`src/rtl/pcie_cfg_apb_arb.sv`:
```
// Round-robin arbiter serialising requester word accesses onto one APB3 master port.
// Optional macro CFG_ARB_TIMEOUT_EN aborts an ACCESS phase after TIMEOUT cycles without pready_i.
module pcie_cfg_apb_arb #(
  parameter int NUM_REQ = 2,
  parameter int ADDR_W  = 12,
  parameter int TIMEOUT = 16
) (
  input  logic                      clk,
  input  logic                      rst,
  input  logic [NUM_REQ-1:0]        req_valid_i,
  output logic [NUM_REQ-1:0]        req_ready_o,
  input  logic [NUM_REQ-1:0]        req_write_i,
  input  logic [NUM_REQ*ADDR_W-1:0] req_addr_i,
  input  logic [NUM_REQ*32-1:0]     req_wdata_i,
  output logic [NUM_REQ-1:0]        rsp_valid_o,
  output logic [31:0]               rsp_rdata_o,
  output logic                      rsp_err_o,
  output logic                      psel_o,
  output logic                      penable_o,
  output logic                      pwrite_o,
  output logic [ADDR_W-1:0]         paddr_o,
  output logic [31:0]               pwdata_o,
  input  logic                      pready_i,
  input  logic                      pslverr_i,
  input  logic [31:0]               prdata_i
);

  localparam int ID_W = (NUM_REQ > 1) ? $clog2(NUM_REQ) : 1;

  typedef enum logic [1:0] {
    IDLE   = 2'd0,
    SETUP  = 2'd1,
    ACCESS = 2'd2,
    RESP   = 2'd3
  } state_e;

  state_e              state_q;
  logic [ID_W-1:0]     rr_ptr_q;
  logic [ID_W-1:0]     id_q;
  logic [NUM_REQ-1:0]  req_ready_q;
  logic [NUM_REQ-1:0]  rsp_valid_q;
  logic [31:0]         rsp_rdata_q;
  logic                rsp_err_q;
  logic                psel_q;
  logic                penable_q;
  logic                pwrite_q;
  logic [ADDR_W-1:0]   paddr_q;
  logic [31:0]         pwdata_q;

  logic                found_d;
  logic [ID_W-1:0]     win_d;
  logic                sel_write_d;
  logic [ADDR_W-1:0]   sel_addr_d;
  logic [31:0]         sel_wdata_d;

`ifdef CFG_ARB_TIMEOUT_EN
  localparam int CNT_W = $clog2(TIMEOUT + 1);
  logic [CNT_W-1:0]    tmo_q;
`endif

  function automatic logic [ID_W-1:0] rr_idx(input logic [ID_W-1:0] ptr, input int off);
    int s;
    s = int'(ptr) + off;
    if (s >= NUM_REQ) begin
      s = s - NUM_REQ;
    end else begin
      s = s;
    end
    return s[ID_W-1:0];
  endfunction

  function automatic logic [NUM_REQ-1:0] onehot(input logic [ID_W-1:0] id);
    logic [NUM_REQ-1:0] oh;
    for (int k = 0; k < NUM_REQ; k++) begin
      oh[k] = (ID_W'(k) == id);
    end
    return oh;
  endfunction

  // Round-robin winner: scan from rr_ptr_q upwards, the nearest valid requester wins.
  always_comb begin
    found_d = |req_valid_i;
    win_d   = rr_ptr_q;
    for (int i = NUM_REQ - 1; i >= 0; i--) begin
      win_d = req_valid_i[rr_idx(rr_ptr_q, i)] ? rr_idx(rr_ptr_q, i) : win_d;
    end
  end

  // Select the winning requester's command fields.
  always_comb begin
    sel_write_d = 1'b0;
    sel_addr_d  = '0;
    sel_wdata_d = 32'h0;
    for (int k = 0; k < NUM_REQ; k++) begin
      sel_write_d = (ID_W'(k) == win_d) ? req_write_i[k]                 : sel_write_d;
      sel_addr_d  = (ID_W'(k) == win_d) ? req_addr_i[k*ADDR_W +: ADDR_W] : sel_addr_d;
      sel_wdata_d = (ID_W'(k) == win_d) ? req_wdata_i[k*32 +: 32]        : sel_wdata_d;
    end
  end

  // Arbitration/APB FSM; every output is a register updated here.
  always_ff @(posedge clk) begin
    if (rst) begin
      state_q     <= IDLE;
      rr_ptr_q    <= '0;
      id_q        <= '0;
      req_ready_q <= '0;
      rsp_valid_q <= '0;
      rsp_rdata_q <= 32'h0;
      rsp_err_q   <= 1'b0;
      psel_q      <= 1'b0;
      penable_q   <= 1'b0;
      pwrite_q    <= 1'b0;
      paddr_q     <= '0;
      pwdata_q    <= 32'h0;
`ifdef CFG_ARB_TIMEOUT_EN
      tmo_q       <= '0;
`endif
    end else begin
      req_ready_q <= '0;
      rsp_valid_q <= '0;
      case (state_q)
        IDLE: begin
          if (found_d) begin
            req_ready_q <= onehot(win_d);
            id_q        <= win_d;
            rr_ptr_q    <= rr_idx(win_d, 1);
            pwrite_q    <= sel_write_d;
            paddr_q     <= sel_addr_d;
            pwdata_q    <= sel_wdata_d;
            // Misaligned words never reach the slave; they are answered with an error.
            state_q     <= (sel_addr_d[1:0] != 2'b00) ? RESP : SETUP;
          end else begin
            state_q <= IDLE;
          end
        end
        SETUP: begin
          psel_q    <= 1'b1;
          penable_q <= 1'b0;
`ifdef CFG_ARB_TIMEOUT_EN
          tmo_q     <= '0;
`endif
          state_q   <= ACCESS;
        end
        ACCESS: begin
          if (!penable_q) begin
            penable_q <= 1'b1;
          end else if (pready_i) begin
            psel_q      <= 1'b0;
            penable_q   <= 1'b0;
            rsp_valid_q <= onehot(id_q);
            rsp_rdata_q <= pwrite_q ? 32'h0 : prdata_i;
            rsp_err_q   <= pslverr_i;
            state_q     <= IDLE;
          end
`ifdef CFG_ARB_TIMEOUT_EN
          else if (tmo_q == CNT_W'(TIMEOUT - 1)) begin
            psel_q      <= 1'b0;
            penable_q   <= 1'b0;
            rsp_valid_q <= onehot(id_q);
            rsp_rdata_q <= 32'h0;
            rsp_err_q   <= 1'b1;
            state_q     <= IDLE;
          end else begin
            tmo_q <= tmo_q + CNT_W'(1);
          end
`else
          else begin
            state_q <= ACCESS;
          end
`endif
        end
        RESP: begin
          rsp_valid_q <= onehot(id_q);
          rsp_rdata_q <= 32'h0;
          rsp_err_q   <= 1'b1;
          state_q     <= IDLE;
        end
        default: begin
          state_q <= IDLE;
        end
      endcase
    end
  end

  assign req_ready_o = req_ready_q;
  assign rsp_valid_o = rsp_valid_q;
  assign rsp_rdata_o = rsp_rdata_q;
  assign rsp_err_o   = rsp_err_q;
  assign psel_o      = psel_q;
  assign penable_o   = penable_q;
  assign pwrite_o    = pwrite_q;
  assign paddr_o     = paddr_q;
  assign pwdata_o    = pwdata_q;

endmodule
```
`config.mk`:
```
export PLATFORM = sky130hd
export DESIGN_NAME = pcie_cfg_apb_arb
export DESIGN_NICKNAME = d
export VERILOG_FILES = /design/src/rtl/pcie_cfg_apb_arb.sv
export SDC_FILE = /design/constraint.sdc
export NUM_CORES = 1
export LEC_CHECK = 0
export ABC_AREA = 1
export BUFFER_PORTS_ARGS = -buffer_cell sky130_fd_sc_hd__clkbuf_2
export CELL_PAD_IN_SITES_DETAIL_PLACEMENT = 0
export CELL_PAD_IN_SITES_GLOBAL_PLACEMENT = 1
export CORE_ASPECT_RATIO = 1.1
export CORE_UTILIZATION = 31
export DETAILED_ROUTE_END_ITERATION = 6
export PLACE_DENSITY_LB_ADDON = 0.3
export SLEW_MARGIN = 20
export SYNTH_ARGS = -nofsm -noshare
export SYNTH_HDL_FRONTEND = slang
export SYNTH_SLANG_ARGS = --single-unit
export TNS_END_PERCENT = 1
```
`constraint.sdc`:
```
create_clock -name clk -period 2.9 [get_ports clk]
set_input_delay 0.58 -clock clk [delete_from_list [all_inputs] [get_ports clk]]
set_output_delay 0.58 -clock clk [all_outputs]
set_load 0.01 [all_outputs]
```
==> out/summary.txt, run 1 <==
Final Setup Violations: 0
First-pass GRT wire length: 16,660 um
Crit-path slowest cell: buf_4
Post-layout util: 0.4441
Most numerous cell in the Yosys netlist: nand2_1
Gr usage total: 0.1724
Row Count: 41
Synth area leaders: dfxtp_1 49%, nand2_1 12%, o21ai_0 9.3%, nand3_1 7.5%, inv_1 5.2%
Area Growth Syn to Fin: 39.91%
Num CTS Buffers: 9
Sequential Power Share: 0.388
Max Freq: 514.0 MHz
Crit. End Element: register
Final Critical Period: 1945 ps
Tcrit/Tclk final: 0.6708
Hold WC Path Type: register to register
Nets: 819
Worst-Margin Slew: 781.7 ps
Syn Inst Count: 489
Crit path cell chain: inv_1, ha_1, inv_1, a21oi_1, nor2_4, buf_4, o21ai_0, o21ai_0, nor2_1
Post-CTS Hold Buffers: 0
IO Pins: 212
Maxcap violations: 0
Layout cell share with drive strength beyond 1: 0.3488
Fin. Hold Viols: 0
Wire length on met1: 4485 um
Clock power share: 0.264
Setup TNS: 0 ps
Synth Flop Type: dfxtp_1
CTS root buf: clkbuf_16
DRC Markers: 0
Vias in the first global route: 3,543
Starting DRT DRC Count: 190
Clk buf depth: 2
Initial antenna violation count: 0
Buffers & Inverters on Critical Path: 3
# Post-CTS Setup Buffers: 0
DP Wirelength: 7502 um
Status: finished clean
Antenna Nets Post-Route: 0
Metal3 WL: 934 um
CP Launch Type: register
Crit-path leading delay family: buffers and inverters
P_sw: 1.604 mW
CTS tree: yes
Post-CTS sizing: 0
Routed vias: 3,833
Internal power: 2.802 mW
Max Slew Vio Count: 0
Gpl congestion: 0.7970
FF+latch count, synth: 88
Core area: 11,390 um2
WL/cell: 12.41 um
Final WS setup: 954.6 ps
IO buf count: 211
DIE AREA: 12,100 um2
Synth warnings: 0
Die height: 115.3 um
Worst rel slew slack: 0.4783
RSZ-0062 raised after global routing: no
Place WS: 839.3 ps
H-tree depth: 3
Routed vias/inst: 4.558
Maximum VDD drop: 0.0003184 V
GRT overflow: 0
Die span in x: 105.0 um
Fin Clk Skew: 6.349 ps
DR WL met2: 4752 um
Ys async rst share: 0
Register area share after synthesis: 0.4874
Starting Density: 0.3174
First-pass DRT Iterations: 4
Mapped cell area: 3615 um2
Netlist cell types: 26
Critical Path AT: 2150 ps
Max incr delay on CP: 410 ps
Synth top area share: 0.4874
Clock-pin slew on the worst setup and hold paths: 60 ps
Clk_lat worst skew: 330 ps
Leakage: 2.574 nW
Top cells by count, synth: 117 x nand2_1, 88 x dfxtp_1, 67 x o21ai_0
Syn nets: 622
Worst EP required: 3100 ps
Power per cell area: 871.3 nW/um2
Final wirelength: 10,440 um
Number of enable flip-flop cells after synthesis: 0
Largest net degree at the start of global routing: 65
Type of the worst setup path: register to register
Critical path peak fanout: 64
Avg Synthesized Cell Area: 7.392 um2
Post-synth top area cell: dfxtp_1
Layout Cell Area excl Fill: 5057 um2
Combinational power share: 0.348
Switching fraction of total power: 0.3641
Diodes inserted: 0
Placed cell areas: 4757 um2
Top routing layer in use: met4
Total clock sinks: 88
cell families after synthesis:
| kind of cell | count (synthesis) | synth area share |
|---|---|---|
| adders and majority gates | 5 | 0.01731 |
| and+or+nand+nor | 217 | 0.2541 |
| DFF | 88 | 0.4874 |
| AOI/OAI and AO/OA | 97 | 0.1440 |
| buffers and inverters | 82 | 0.09726 |
state kept, by name, indices dropped and copies added (netlist names):
register / flops
req_ready_o: 2
pwdata_o: 32
id_q: 1
state_q: 2
rsp_valid_o: 2
pwrite_o: 1
rsp_err_o: 1
rr_ptr_q: 1
penable_o: 1
paddr_o: 12
psel_o: 1
rsp_rdata_o: 32
per-layer routing:
layer	vias to the layer above	GRT usage
met5	-	0
met4	0	0.08638
met3	20	0.05329
met2	161	0.2799
met1	1680	0.2077
li1	1972	-
final timing paths:
check	from	endpoint	slack (ps)	cells after the start
min reg2reg	id_q	rsp_valid_o[0]	430	1
max reg2reg	state_q[0]	rsp_rdata_o[24]	950	9
min	id_q	rsp_valid_o[0]	430	1
max	state_q[0]	rsp_rdata_o[24]	950	9
cell usage in the layout, fill, tap and decap left out, types with 3 or more instances in the layout:
| cell | netlist | final |
|---|---|---|
| clkbuf_2 | 0 | 211 |
| nand2_1 | 117 | 117 |
| dfxtp_1 | 88 | 88 |
| o21ai_0 | 67 | 67 |
| nand3_1 | 54 | 54 |
| inv_1 | 50 | 50 |
| nor2_1 | 34 | 34 |
| a31oi_1 | 17 | 17 |
| clkbuf_16 | 0 | 9 |
| ha_1 | 5 | 5 |
| buf_4 | 3 | 5 |
| a21oi_1 | 4 | 4 |
| nand2_2 | 3 | 3 |
| o21ai_1 | 4 | 3 |
| nor3_1 | 3 | 3 |
area by class of cell:
class	count	area (um2)
Fill cell	1221	6331
Multi-Input combinational cell	319	1518
Sequential cell	88	1762
Timing Repair Buffer	216	1094
Clock buffer	12	246.5
Tap cell	150	187.7
Clock inverter	4	53.80
Inverter	52	196.4
power by group through the flow:
stage / combinational, mW / clock [mW] / sequential, mW
final: 1.53 / 1.16 / 1.71
after global routing: 1.73 / 1.26 / 1.75
after CTS: 1.56 / 1.20 / 1.71
after detailed placement: 1.55 / 0 / 1.73
after global placement: 1.53 / 0 / 1.73
after floorplan: 0.829 / 0 / 1.86
through the flow:
stage               hold slack (ps)  total power [mW]  instances
finish                        430.4             4.406        841
global route                  441.9             4.736        841
CTS                           430.2             4.474        841
detailed placement            421.1             3.285        825
global placement              408.0             3.252        825
floorplan                     398.2             2.690        489
(Power assumes the default switching activity.)
==> run 2: changes to the inputs <==
Settings changed: CORE_UTILIZATION 31 to 29.
Clock period 2.9 ns to 2 ns, I/O delays scaled along.
==> run 2 against run 1 <==
  * First-iteration DRC count shrank 2.1%
  * Clock power grew 56%
  * Via count is 0.31% higher
  * Critical endpoint is now rsp_rdata_o[27]
==> out/summary.txt, run 2 (synthesized netlist as in run 1, its figures left out) <==
Status: finished clean
Clk_lat worst skew: 340 ps (about the same)
Clock-pin slew on the worst setup and hold paths: 60 ps (about the same)
Fin. Hold Viols: 0 (unchanged)
Inst Count DP: 834 (+1.1%)
CP Launch Type: register
# Post-CTS Setup Buffers: 0 (unchanged)
First-pass GRT wire length: 16,630 um (-0.20%)
CTS tree: yes
Routed vias: 3,845 (+0.31%)
Gr usage total: 0.1637 (-0.008660)
Starting Density: 0.2991 (-0.01833)
Layout cell share with drive strength beyond 1: 0.3563 (+0.007552)
Commonest non-fill, non-tap cells in the layout: 211 x clkbuf_2, 117 x nand2_1, 88 x dfxtp_1
Max Freq: 593.1 MHz (+15%)
Critical Path AT: 1880 ps (-270 ps)
Clk buf depth: 2 (unchanged)
Core area: 12,090 um2 (+6.1%)
DRC Markers: 0 (unchanged)
Leakage: 2.622 nW (+1.9%)
Num CTS Buffers: 9 (unchanged)
Starting DRT DRC Count: 186 (-2.1%)
IO Pins: 212 (unchanged)
Fin Clk Skew: 5.957 ps (-0.3916 ps)
Antenna Nets Post-Route: 0 (unchanged)
IO buf count: 211 (unchanged)
Tcrit/Tclk final: 0.8430 (+0.1722)
Worst EP required: 2200 ps (-900 ps)
Initial antenna violation count: 0 (unchanged)
RSZ-0062 raised after global routing: no
Power per cell area: 1284 nW/um2 (+47%)
Total clock sinks: 88 (unchanged)
Largest net degree at the start of global routing: 55 (-15%)
Type of the worst setup path: register to register
Critical path peak fanout: 16 (-75%)
Worst-Margin Slew: 589.5 ps (-192.2 ps)
Worst rel slew slack: 0.6070 (+0.1287)
Maxcap violations: 0 (unchanged)
Row Count: 42 (+2.4%)
Final Setup Violations: 0 (unchanged)
GRT overflow: 0 (unchanged)
Crit. End Element: register
Routed vias/inst: 4.524 (-0.75%)
CTS root buf: clkbuf_16
H-tree depth: 3 (unchanged)
Commonest non-fill, non-tap cell in the layout: clkbuf_2
Nets: 824 (+0.61%)
DP Wirelength: 7564 um (+0.83%)
Finished Layout Cells: 850 (+1.1%)
Hold WC Path Type: input port to register
Area Growth Syn to Fin: 42.02%
WL/cell: 12.37 um (-0.30%)
Metal3 WL: 889 um (-4.8%)
Gpl congestion: 0.7345 (-7.8%)
Post-CTS sizing: 0 (unchanged)
Die height: 119.1 um (+3.3%)
Die span in x: 108.5 um (+3.3%)
DR WL met2: 4807 um (+1.2%)
DIE AREA: 12,920 um2 (+6.8%)
First-pass DRT Iterations: 4 (unchanged)
Final wirelength: 10,520 um (+0.77%)
Vias in the first global route: 3,475 (-1.9%)
Top routing layer in use: met4
Post-CTS Hold Buffers: 0 (unchanged)
Diodes inserted: 0 (unchanged)
Setup TNS: 0 ps (unchanged)
Maximum VDD drop: 0.0004411 V (+39%)
Max Slew Vio Count: 0 (unchanged)
Wire length on met1: 4682 um (+4.4%)
Final Critical Period: 1686 ps (-259.4 ps)
-- run 2: changes by cell type in the layout (fill, tap and decap cells not counted) --
cell and change:
clkinv_4 -1, bufinv_16 +1, clkbuf_1 -2, buf_4 +4
buf_12 +1, clkinv_2 +3, clkinvlp_4 -1
-- run 2: power by group --
part,internal (mW),switching (mW)
registers,2.23,0.251
logic,0.879,1.42
clock network,1.12,0.689
-- run 2: routing by layer --
metal,vias to the layer above,track usage
met5,-,0
met3,10,0.05200
met4,0,0.05912
li1,1989,-
met2,148,0.2662
met1,1698,0.2003
-- run 2: path summary, 6_finish.rpt --
check | start | cells past startpoint | slack, ps | end
worst max register to register | state_q[0] | 9 | 310 | rsp_rdata_o[27]
worst min-delay path | req_wdata_i[51] | 3 | 260 | pwdata_o[19]
worst min register to register | id_q | 1 | 430 | rsp_valid_o[0]
worst max-delay path | state_q[0] | 9 | 310 | rsp_rdata_o[27]
-- run 2: through the flow --
| stage | setup slack [ps] | instance area [um2] | power (mW) | utilization | hold WS (ps) |
|---|---|---|---|---|---|
| finish | 314.0 | 5134 | 6.590 | 0.4247 | 259.3 |
| global route | 94.27 | 5134 | 7.076 | 0.4247 | 263.3 |
| CTS | 300.4 | 5134 | 6.680 | 0.4247 | 249.6 |
| detailed placement | 322.4 | 4812 | 4.836 | 0.3981 | 421.6 |
| global placement | 361.0 | 4812 | 4.791 | 0.3981 | 421.8 |
| floorplan | 488.9 | 3615 | 3.901 | - | 398.2 |
-- run 2: critical path: stages, from the launching register on --
cell     delay [ps]
dfxtp_1         370
inv_1            90
ha_1            220
inv_1           100
a21oi_1          90
nor2_4          200
buf_4           210
o21ai_0         100
o21ai_0         100
nor2_1           60
-- run 2: final cells by class --
class	count	area, um2
multi-input cells	319	1518
clock buffers	10	239.0
flip-flops and latches	88	1762
clock inverters	6	82.58
fillers	1301	6953
well taps	154	192.7
inverters	52	196.4
repair buffers	221	1144
